===== config.mk =====
export PLATFORM = sky130hd
export DESIGN_NAME = dlpre_ureg
export DESIGN_NICKNAME = d
export VERILOG_FILES = /design/src/rtl/dlpre_pkg.sv /design/src/rtl/dlpre_wrapcnt.sv /design/src/rtl/dlpre_ureg.sv
export SDC_FILE = /design/constraint.sdc
export NUM_CORES = 1
export LEC_CHECK = 0
export CAP_MARGIN = 10
export CORE_ASPECT_RATIO = 0.9
export CORE_MARGIN = 5
export CORE_UTILIZATION = 49
export CTS_CLUSTER_SIZE = 20
export DETAILED_ROUTE_END_ITERATION = 8
export PLACE_DENSITY = 0.84
export SETUP_SLACK_MARGIN = 0.2
export SYNTH_ARGS = -nofsm -noshare
export SYNTH_HDL_FRONTEND = slang
export SYNTH_SLANG_ARGS = --single-unit

===== constraint.sdc =====
create_clock -name clk -period 2.8 [get_ports clk]
set_input_delay 0.42 -clock clk [delete_from_list [all_inputs] [get_ports clk]]
set_output_delay 0.42 -clock clk [all_outputs]
set_load 0.02 [all_outputs]

===== src/rtl/dlpre_pkg.sv =====
// rtl/dlpre_pkg.sv - shared mode encoding and helpers for the universal register
package dlpre_pkg;

    typedef enum logic [2:0] {
        MODE_HOLD = 3'b000,
        MODE_LOAD = 3'b001,
        MODE_SHL  = 3'b010,
        MODE_SHR  = 3'b011,
        MODE_ROL  = 3'b100,
        MODE_ROR  = 3'b101,
        MODE_CLR  = 3'b110,
        MODE_SET  = 3'b111
    } mode_t;

    // Shift and rotate modes are the ones that advance the wrap counter
    function automatic logic is_shift(mode_t m);
        return (m == MODE_SHL) || (m == MODE_SHR) || (m == MODE_ROL) || (m == MODE_ROR);
    endfunction

endpackage


===== src/rtl/dlpre_wrapcnt.sv =====
// rtl/dlpre_wrapcnt.sv - modulo-WIDTH shift counter with registered wrap pulse
module dlpre_wrapcnt #(
    parameter int WIDTH = 8
) (
    input  logic clk,
    input  logic ret,
    input  logic clr,
    input  logic inc,
    output logic wrap
);

    localparam int CW = (WIDTH > 2) ? $clog2(WIDTH) : 1;
    localparam logic [CW-1:0] LAST = CW'(WIDTH - 1);

    logic [CW-1:0] cnt;

    // Count shift operations; the WIDTH-th one returns to zero and pulses wrap
    always_ff @(posedge clk) begin
        if (ret || clr) begin
            cnt  <= '0;
            wrap <= 1'b0;
        end else if (inc) begin
            if (cnt == LAST) begin
                cnt  <= '0;
                wrap <= 1'b1;
            end else begin
                cnt  <= cnt + CW'(1);
                wrap <= 1'b0;
            end
        end else begin
            wrap <= 1'b0;
        end
    end

endmodule


===== src/rtl/dlpre_ureg.sv =====
// rtl/dlpre_ureg.sv - universal register with preset/clear, load, shift, rotate
module dlpre_ureg
    import dlpre_pkg::*;
#(
    parameter int               WIDTH   = 8,
    parameter logic [WIDTH-1:0] INIT    = {WIDTH{1'b0}},
    parameter logic [WIDTH-1:0] PRE_VAL = {WIDTH{1'b1}}
) (
    input  logic             clk,
    input  logic             ret,
    input  logic             pre,
    input  logic             en,
    input  logic [2:0]       mode,
    input  logic [WIDTH-1:0] d,
    input  logic             sil,
    input  logic             sir,
    output logic [WIDTH-1:0] q,
    output logic [WIDTH-1:0] p,
    output logic             sol,
    output logic             sor
    ,
    output logic             wrap
);

    mode_t            op;
    logic [WIDTH-1:0] next_q;
    logic             cnt_clr;
    logic             cnt_inc;

    assign op = mode_t'(mode);

    // Next-state mux: preset beats the enabled operation, otherwise hold
    always_comb begin
        next_q  = q;
        cnt_clr = 1'b0;
        cnt_inc = 1'b0;
        if (pre) begin
            next_q  = PRE_VAL;
            cnt_clr = 1'b1;
        end else if (en) begin
            cnt_inc = is_shift(op);
            case (op)
                MODE_HOLD: next_q = q;
                MODE_LOAD: begin
                    next_q  = d;
                    cnt_clr = 1'b1;
                end
                MODE_SHL:  next_q = {q[WIDTH-2:0], sil};
                MODE_SHR:  next_q = {sir, q[WIDTH-1:1]};
                MODE_ROL:  next_q = {q[WIDTH-2:0], q[WIDTH-1]};
                MODE_ROR:  next_q = {q[0], q[WIDTH-1:1]};
                MODE_CLR: begin
                    next_q  = '0;
                    cnt_clr = 1'b1;
                end
                MODE_SET: begin
                    next_q  = '1;
                    cnt_clr = 1'b1;
                end
                default:   next_q = q;
            endcase
        end
    end

    // q and its complement are both registered from next_q so p never lags q
    always_ff @(posedge clk) begin
        if (ret) begin
            q <= INIT;
            p <= ~INIT;
        end else begin
            q <= next_q;
            p <= ~next_q;
        end
    end

    assign sol = q[WIDTH-1];
    assign sor = q[0];

    dlpre_wrapcnt #(
        .WIDTH(WIDTH)
    ) u_wrapcnt (
        .clk (clk),
        .ret (ret),
        .clr (cnt_clr),
        .inc (cnt_inc),
        .wrap(wrap)
    );

endmodule


# After elaboration in Yosys (flattened, before gate mapping)
# Cells that the tools add are included.
# totals
in_bits,17
out_inout_bits,19
word_cells,32
regBits,20
# classes
reduce_logical,7
addsub,1
n_mux,10
eq_ne,8
bitwise,2
# ops
operator,count
8-bit case mux with 8 select lines,1
8-bit 2-to-1 mux,2
"3-bit equality test, second input constant",5
8-bit NOT,1
"3-bit by 2-bit equality test with 1-bit output, second input constant",2
1-bit 2-to-1 mux,6
1-bit logical OR,4
"3-bit by 1-bit adder with 3-bit output, second input constant",1
"3-bit by 1-bit equality test with 1-bit output, second input constant",1
3-bit logical NOT,1
3-bit 2-to-1 mux,1
3-bit OR reduction,1
2-bit OR reduction,1
1-bit NOT,1

# Logic depth before layout (Yosys ltp)
# logic_depth
word_depth,8
mapped_depth,7
depth_no_buf,6

# Hierarchy
# From an unflattened synthesis, not the netlist that was laid out.
# hier_totals
hier_cells,127
hier_area_um2,1256.2
# by_module_without_submodules
module,n_inst,seq_area_each_um2,cells_per_inst,area_per_inst_um2
dlpre_ureg,1,320.3,112,1084.8
dlpre_wrapcnt,1,80.1,15,171.4

# Least setup slack after synthesis
# Ideal clock, no wire load.
# synth_path
kind,input-to-reg
from,in mode[1]
to,reg q[7]
setup_slack_ns,0.913
required_time_ns,2.668
path_stages,7
arrival_ns,1.755
setup_time_ns,0.132
n_path_buf,1
cell_sequence,buf_2 inv_1 ha_1 or4_1 o22a_4 nor2_1 nor3_1
# synth_via
elab_chain_cells,4
word_cells_on_any_way,11
classes_between,eq/ne (7); mux (3); reduce/logical (1)
# synth_lines
item,line,source
from (decl),dlpre_ureg.sv:13,"input logic [2:0] mode,"
3-bit equality test (tied with other cells),dlpre_ureg.sv:42,case (op)
8-bit case mux with 8 select lines *,dlpre_ureg.sv:42,
8-bit 2-to-1 mux *,dlpre_ureg.sv:40,end else if (en) begin
8-bit 2-to-1 mux *,dlpre_ureg.sv:37,if (pre) begin
to (signal assigned),dlpre_ureg.sv:71,q <= next_q;
to (decl),dlpre_ureg.sv:17,"output logic [WIDTH-1:0] q,"
# Every way passes the cells marked *; elsewhere a longest branch is shown, timed or not.
# A chain may end at the register's enable or synchronous reset.

# Worst setup path after layout
# layout_path
from,in mode[2]
to,reg p[5]
# layout_via
elab_chain_cells,5
word_cells_on_any_way,12
classes_between,eq/ne (7); mux (3); bitwise (1); reduce/logical (1)
# layout_lines
item,line,source
3-bit equality test (tied with other cells),dlpre_ureg.sv:42,
8-bit case mux with 8 select lines *,dlpre_ureg.sv:42,
8-bit 2-to-1 mux *,dlpre_ureg.sv:40,
8-bit 2-to-1 mux *,dlpre_ureg.sv:37,
8-bit NOT *,dlpre_ureg.sv:72,p <= ~next_q;
to (signal assigned),dlpre_ureg.sv:69,p <= ~INIT;
to (signal assigned),dlpre_ureg.sv:72,
to (decl),dlpre_ureg.sv:18,"output logic [WIDTH-1:0] p,"
# Marked as above.

==> results.yml <==
sta:
  setup_viol: 0
  worstMarginPinSlew_ns: 0.561
  period_share_pct: 77.0
  slew_viol_final: 0
  setup_slack_ns: 0.643
  finalSetupTns_ns: 0
  finalHoldViolCount: 0
  rsz0062_at_grt: "no"
  fin_skew_ns: 0.00135
  finalCriticalPeriod_ns: 2.16
  slew_headroom_pct: 62.4
  fmax_ghz: 0.464
routing:
  totalWireLength_um: 2980
  drtIter0Drc: 45
  drtPass1Iterations: 4
  vias: 1131
  vias_per_cell: 5.71
  drc: 0
  ant_nets: 0
  wl_per_cell_um: 15.1
yosys:
  yosys-top-cells-count: "dfxtp_1 (20), nor2_1 (20), nand2_1 (10), nor2b_1 (10), o21ai_0 (8)"
  ys_ff_latch: 20
  syn_inst: 136
  synth.largest_area_cell: "dfxtp_1"
  yosys.cell_types.count: 29
  synth.net_count: 158
  netlist_area_um2: 1160
  ys_seq_area_share_pct: 34.6
  synth_top_area_share_pct: 34.6
  synth-async-reset-ratio_pct: 0
  synthFlopType: "dfxtp_1"
  yosys-top-cells-area: "dfxtp_1 (35%), nor2_1 (6.5%), ha_1 (5.4%), nor2b_1 (5.4%), nor3b_1 (4.5%)"
  synth_area_per_cell_um2: 8.51
  synth_edf_count: 0
  ys.warnings.count: 0
finish:
  antenna_cells: 0
  drive_above_1_share_pct: 9.36
  fillers: 168
  design_area_um2: 1560
  utilization_pct: 70.1
  instances_no_fill: 198
  final_nets: 194
  syn2layout_area_growth_pct: 34.6
flow_run:
  drv_cap: 0
die:
  io_pins: 36
  core_um2: 2220
  die_h_um: 56.1
  die_area_um2: 3440
  rows: 16
  die_x_um: 61.2
  start_util_pct: 52.1
clocking:
  cts_resized: 0
  cts_buffer_depth: 2
  htree_levels: 1
  cts_tree: "built"
  clk_latency_ns: 0.30
  cts_hold_buf: 0
  cts_setup_buffers: 0
  cts_sinks: 20
  cts-buffers-inserted: 3
  cts.clk_slew.worst_paths_ns: 0.11
  clock-root-buffer: "clkbuf_4"
grt:
  grt-ovfl-total: 0
  grt_pass1_vias: 1180
  grt_util_all_layers_pct: 19.2
  antenna_found_initial: 0
  grt_pass1_wl_um: 5140
  grt_max_degree: 26
worst_setup_path:
  crit_fanout: 8
  arrival_ns: 2.35
  crit_path_end_kind: "flip-flop"
  crit_path_start_kind: "input pin"
  crit_required_ns: 3.00
  path_class: "input pin to flip-flop"
placed_design:
  place_ws_ns: 0.317
  io_buffers: 35
  dp_cells: 194
  hpwl_um: 2240
  place_area_um2: 1520
  gp_congestion: 0.781
worst_hold_path:
  min_path_type: "flip-flop to flip-flop"
power_and_ir_drop:
  p_per_area_nw_per_um2: 462
  leakage_nw: 0.611
  ir_drop_v: 0.000273
outcome:
  outcome: "completed"
-- critical path, stage by stage --
cell and delay, ns:
clkdlybuf4s50_1 0.53, inv_1 0.08, ha_1 0.22, o41ai_4 0.61, a21oi_1 0.12, or3_1 0.37
-- layout make-up --
cell class              count  area, µm²  area share, %
well taps                  27       33.8           2.17
flip-flops and latches     20        400           25.7
repair buffers             40        388           24.9
clock buffers               4       36.3           2.33
multi-input cells         104        688           44.2
inverters                   3       11.3          0.723
-- placed cells by master (no fill, tap or decap), types with 7 or more instances in the layout --
cell | synthesis | routed
a21oi_1 | 7 | 7
clkdlybuf4s50_1 | 0 | 35
dfxtp_1 | 20 | 20
nand2_1 | 10 | 10
nor2_1 | 20 | 20
nor2b_1 | 10 | 10
nor3_1 | 7 | 7
nor3b_1 | 7 | 7
o21ai_0 | 8 | 8
or3_1 | 7 | 7
-- logic make-up after synthesis --
logic type | count (synthesis) | synth area share (%)
DFF | 20 | 34.6
buffers and inverters | 12 | 5.95
muxes | 3 | 2.59
adders and majority gates | 6 | 6.27
and+or+nand+nor | 68 | 31.5
AOI/OAI and AO/OA | 27 | 19.1
-- final timing paths --
check                                      start          endpoint  slack, ns  cells after the start
worst max-delay path                     mode[2]              p[5]       0.64                      6
worst min-delay path            u_wrapcnt.cnt[1]  u_wrapcnt.cnt[1]       0.54                      2
worst max register to register              q[7]              p[0]       1.37                      3
worst min register to register  u_wrapcnt.cnt[1]  u_wrapcnt.cnt[1]       0.54                      2
-- power by group --
| group | internal, mW | switching [mW] |
|---|---|---|
| clock network | 0.0793 | 0.0911 |
| registers | 0.309 | 0.0203 |
| logic | 0.110 | 0.111 |
-- routing by layer --
layer,GRT usage [%],share of wire [%],vias to the layer above
li1,-,-,555
met2,31.1,51,44
met4,7.74,1.7,0
met1,23.7,40,523
met3,4.64,7.7,9
met5,0,0,-
-- sequential cells by signal, summed over array words and instances (netlist names) --
name,count
q,8
p,8
u_wrapcnt.cnt,3
u_wrapcnt.wrap,1
-- through the flow --
stage / hold WS (ns) / power (mW)
after global routing: 0.594 / 0.758
after detailed placement: 0.507 / 0.555
after global placement: 0.486 / 0.550
after CTS: 0.535 / 0.723
final: 0.542 / 0.720
after floorplan: 0.465 / 0.458
Note: power is estimated with default switching activity, not from simulation.
==> patch 1: new RTL, same settings <==
`WIDTH` is set to 8 in 2 places; all go to 4.
--- a/src/rtl/dlpre_wrapcnt.sv
+++ b/src/rtl/dlpre_wrapcnt.sv
@@ -1,6 +1,6 @@
 // rtl/dlpre_wrapcnt.sv - modulo-WIDTH shift counter with registered wrap pulse
 module dlpre_wrapcnt #(
-    parameter int WIDTH = 8
+    parameter int WIDTH = 4
 ) (
     input  logic clk,
     input  logic ret,
--- a/src/rtl/dlpre_ureg.sv
+++ b/src/rtl/dlpre_ureg.sv
@@ -2,7 +2,7 @@
 module dlpre_ureg
     import dlpre_pkg::*;
 #(
-    parameter int               WIDTH   = 8,
+    parameter int               WIDTH   = 4,
     parameter logic [WIDTH-1:0] INIT    = {WIDTH{1'b0}},
     parameter logic [WIDTH-1:0] PRE_VAL = {WIDTH{1'b1}}
 ) (
Interface: changed (resized d, p and q); port bits go from 36 to 24. No check against the original RTL was run, so the function may have changed too.
==> patch 1 against the original RTL <==
- routed wire length shrank 49%
- first-iteration DRC count shrank 42%
- worst setup slack gained 29 ps
- sequential power shrank 47%
- synthesized area shrank 42%
- global-route usage shrank 4.1 points
- sequential cell count shrank 9
- total power shrank 45%
- cell area shrank 40%
- fmax grew 1.4%
- die area shrank 35%
- largest power group unchanged
==> patch 1: results (changes against the original RTL) <==
* Largest cells by area after synthesis: sky130_fd_sc_hd__dfxtp_1 (33%), sky130_fd_sc_hd__ha_1 (7.4%), sky130_fd_sc_hd__a21oi_1 (6.7%)
- Number of buffers inserted by port buffering: 23 (-34%)
* Data required time at the worst endpoint: 2950 ps (-50 ps)
- The flow ran to the end, and the final reports show no timing, DRC or antenna violations.
* Via count: 646 (-43%)
- Highest-delay cell along the critical path: sky130_fd_sc_hd__or4b_1
- The tightest min-delay check is of the reg -> reg type.
- The async set-reset flop share out of synthesis is 0 (unchanged).
* Net count after synthesis: 93 (-41%)
- By count the netlist is led by sky130_fd_sc_hd__dfxtp_1 (11), sky130_fd_sc_hd__a21oi_1 (9), sky130_fd_sc_hd__nor2_1 (8).
- The share of post-route cells with drive strength above 1 is 0.0990 (+0.00544).
- Number of antenna violations at the first check in global routing: 0 (unchanged)
* Synth Warn #: 0 (unchanged)
* Clock edge transition at the registers on the reported setup and hold paths: 60 ps (-50 ps)
* Maximum clock skew at final layout: 2.79 ps (+1.43 ps)
* Largest regs: p: 4 flops, q: 4 flops, u_wrapcnt.cnt: 2 flops
- Unique cell type count in the Yosys netlist: 33 (+14%)
* DR pass1 iterations: 4 (unchanged)
- The tree is rooted in a sky130_fd_sc_hd__clkbuf_4.
- The post-synthesis compound-gate area fraction came to 0.243 (+0.0517).
- Overall Global Routing Usage: 0.152 (-0.0407)
* Clock H-tree levels: 1 (unchanged)
- Share of synthesized area spent on multiplexers: 0.0297 (+0.00374)
- Fill cell count: 100 (-40%)
- The latest clock arrival within the worst-skew pair was 260 ps (-40 ps).
- Max FO, Critical Path: 9 (+1)
- The net switching power figure came to 0.000111 W (-50%).
* Ant diodes: 0 (unchanged)
- The placed instance count came to 111 (-43%).
- The peak supply drop is 0.489 mV (+79%).
- The count of pins over their slew limit is 0 (unchanged).
* Gp weighted congestion: 0.805 (+3.1%)
- The pin count of the biggest net entering global routing came to 15 (-42%).
* Per-cell via count in the routed design: 5.62 (-1.7%)
- Routed len/inst: 13.2 um (-12%)
* Wire length of the first global-routing pass: 2640 um (-49%)
- Total setup buffers inserted after CTS: 0 (unchanged)
- The maximum root-to-sink buffer count is 2 (unchanged).
- Detailed placer's ending HPWL: 1200 um (-47%)
* Placement Cell Area: 913 sq um (-40%)
- The number of clock buffers inserted by TritonCTS is 3 (unchanged).
- Xor/xnor share of the synthesized area: 0.0130 (+0.0130)
- Post-cts repair resize count: 0 (unchanged)
- Synthesized instance count: 76 (-44%)
- The static leakage was 0.374 nW (-39%).
* Adder and majority gate portion of the synthesized area: 0.0742 (+0.0115)
- The number of design-rule violations left by the first detailed-router iteration came to 26 (-42%).
- Worst-Margin Slew: 496 ps (-65.2 ps)
* Portion of the post-synthesis area used by sequential elements: 0.327 (-0.0194)
- Slowest cell delay on critical path: 550 ps (-60 ps)
- The number of global-route vias before repair was 609 (-48%).
patch 1: layer usage:
layer	track usage	up-vias	share of wire
met1	0.202	286	0.45
met5	0	-	0
met3	0.0726	0	0.097
met4	0.0161	0	0
met2	0.229	30	0.45
li1	-	330	-
patch 1: layout make-up:
cell class,count,area share
clock buffer,4,0.0280
multi-input combinational,57,0.434
timing repair buffer,27,0.277
tap,14,0.0186
sequential,11,0.234
inverter,2,0.00799
patch 1: power groups by stage:
stage | Combinational [W] | Sequential, W | Clock (W)
global route | 0.000129 | 0.000178 | 0.000117
finish | 0.000118 | 0.000176 | 0.000101
global placement | 0.000117 | 0.000179 | 0
CTS | 0.000119 | 0.000176 | 0.000107
detailed placement | 0.000118 | 0.000179 | 0
floorplan | 0.0000535 | 0.000190 | 0
patch 1: final timing paths:
kind / slack, ps / cells past startpoint / end / from
worst max-delay path: 670 / 7 / p[2] / mode[1]
worst max register to register: 1320 / 4 / p[1] / q[2]
worst min register to register: 500 / 2 / u_wrapcnt.cnt[1] / u_wrapcnt.cnt[1]
worst min-delay path: 500 / 2 / u_wrapcnt.cnt[1] / u_wrapcnt.cnt[1]
patch 1: through the flow:
step | setup WS [ps] | power, W | util
finish | 673 | 0.000395 | 0.745
global route | 582 | 0.000424 | 0.745
CTS | 693 | 0.000402 | 0.745
detailed placement | 424 | 0.000298 | 0.724
global placement | 435 | 0.000296 | 0.724
floorplan | 878 | 0.000243 | -
patch 1: kinds of logic (layout without fill, tap and decap cells):
logic type | Yosys count | after routing
AND/OR/NAND/NOR | 26 | 26
AO/OA/AOI/OAI | 24 | 24
flip-flops | 11 | 11
buffers and inverters | 8 | 33
adder cells (fa/ha/maj) | 4 | 4
multiplexers | 2 | 2
XOR/XNOR | 1 | 1
patch 1: worst max-delay path, delay by kind of cell:
family | cells | cell delay [ps]
compound gates | 2 | 270
buf+inv | 3 | 830
simple gates | 2 | 760
==> patch 2: new RTL, config.mk and constraints unchanged <==
Made on the original files. Add an input register stage for `d`, without a reset; this delays it by one clock. The other inputs are not delayed to match.
--- a/src/rtl/dlpre_ureg.sv
+++ b/src/rtl/dlpre_ureg.sv
@@ -22,6 +22,12 @@
     output logic             wrap
 );
 
+    logic [WIDTH-1:0] d_q;
+
+    always_ff @(posedge clk) begin
+        d_q <= d;
+    end
+
     mode_t            op;
     logic [WIDTH-1:0] next_q;
     logic             cnt_clr;
@@ -42,7 +48,7 @@
             case (op)
                 MODE_HOLD: next_q = q;
                 MODE_LOAD: begin
-                    next_q  = d;
+                    next_q  = d_q;
                     cnt_clr = 1'b1;
                 end
                 MODE_SHL:  next_q = {q[WIDTH-2:0], sil};
Function: changed (Yosys sat finds a counterexample within 4 cycles, from zero or initial values).
==> patch 2 against the original RTL <==
- fmax decreased by 5.4%
- via count increased by 1.9%
- total power increased by 13%
- synthesized area increased by 10%
- sequential cell count increased by 8
- critical path type unchanged
- count of clock-buffer cells in the layout decreased by 1
- critical path depth increased by 1
- routed wire length decreased by 5.4%
- worst setup slack got worse by 120 ps
- non-clock buffer count decreased by 1
- sequential power increased by 37%
- cell area increased by 6.6%
==> patch 2: results (changes against the original RTL) <==
- The storage element area came to 561 sq um (+40%).
- Via count: 1,153 (+1.9%)
- Slowest cell delay on critical path: 510 ps (-100 ps)
- The aggregate global-route resource usage was 0.158 (-0.0342).
- The fraction of met1 tracks used by global routing was 0.193 (-0.0440).
* Worst Hold End: d_q[5]
- Placement Cell Area: 1640 sq um (+7.6%)
- The sum of met3 wire segment lengths after detailed routing came to 216 um (-5.7%).
* Detailed placer's ending HPWL: 2180 um (-2.8%)
* Unique cell type count in the Yosys netlist: 28 (-3.4%)
* Layout cell share with drive strength beyond 1: 0.0618 (-0.0318)
* Worst slack at placement: 201 ps (-116 ps)
* Proportion of final cell area spent on non-clock buffers: 0.229 (-0.0199)
* Run status: completed
- Non-filler cells in the finished layout: 206 (+4.0%)
- Maximum VDD drop: 0.325 mV (+19%)
- By count the netlist is led by sky130_fd_sc_hd__dfxtp_1 (28), sky130_fd_sc_hd__nor2_1 (22), sky130_fd_sc_hd__nand2_1 (10).
* Layout clock area frac: 0.0136 (-0.00973)
- The arrival time of the worst setup path was 2490 ps (+140 ps).
- Gate family responsible for the most delay along the worst path: buffers and inverters
- Final min period: 2280 ps (+123 ps)
- #MultiIn Comb: 105 (+0.96%)
- The number of global-route vias before repair was 1,040 (-12%).
- Leakage power: 0.654 nW (+7.0%)
- The relative max-transition margin came to 0.616 (-0.00847).
## patch 2: cell count changes after synthesis, sizes merged
| cell | unedited run | this run |
|---|---|---|
| and2b | 1 | 0 |
| dfxtp | 20 | 28 |
| nand2b | 0 | 1 |
| nor2 | 22 | 23 |
| nor2b | 10 | 9 |
| o21bai | 0 | 1 |
| o41ai | 1 | 0 |
| or3 | 7 | 8 |
## patch 2: worst reg2reg max path, stage by stage (launching register included)
cell and delay [ps]:
sky130_fd_sc_hd__dfxtp_1 480, sky130_fd_sc_hd__nor2b_1 80, sky130_fd_sc_hd__a221oi_1 290, sky130_fd_sc_hd__a21oi_1 120, sky130_fd_sc_hd__or3_1 350
## patch 2: where the power goes
| part | internal (W) | leakage (nW) | switching, W |
|---|---|---|---|
| clock network | 0.0000504 | 0.0138 | 0.000103 |
| registers | 0.000428 | 0.234 | 0.0000216 |
| logic | 0.000105 | 0.406 | 0.000104 |
| total | 0.000584 | 0.654 | 0.000228 |
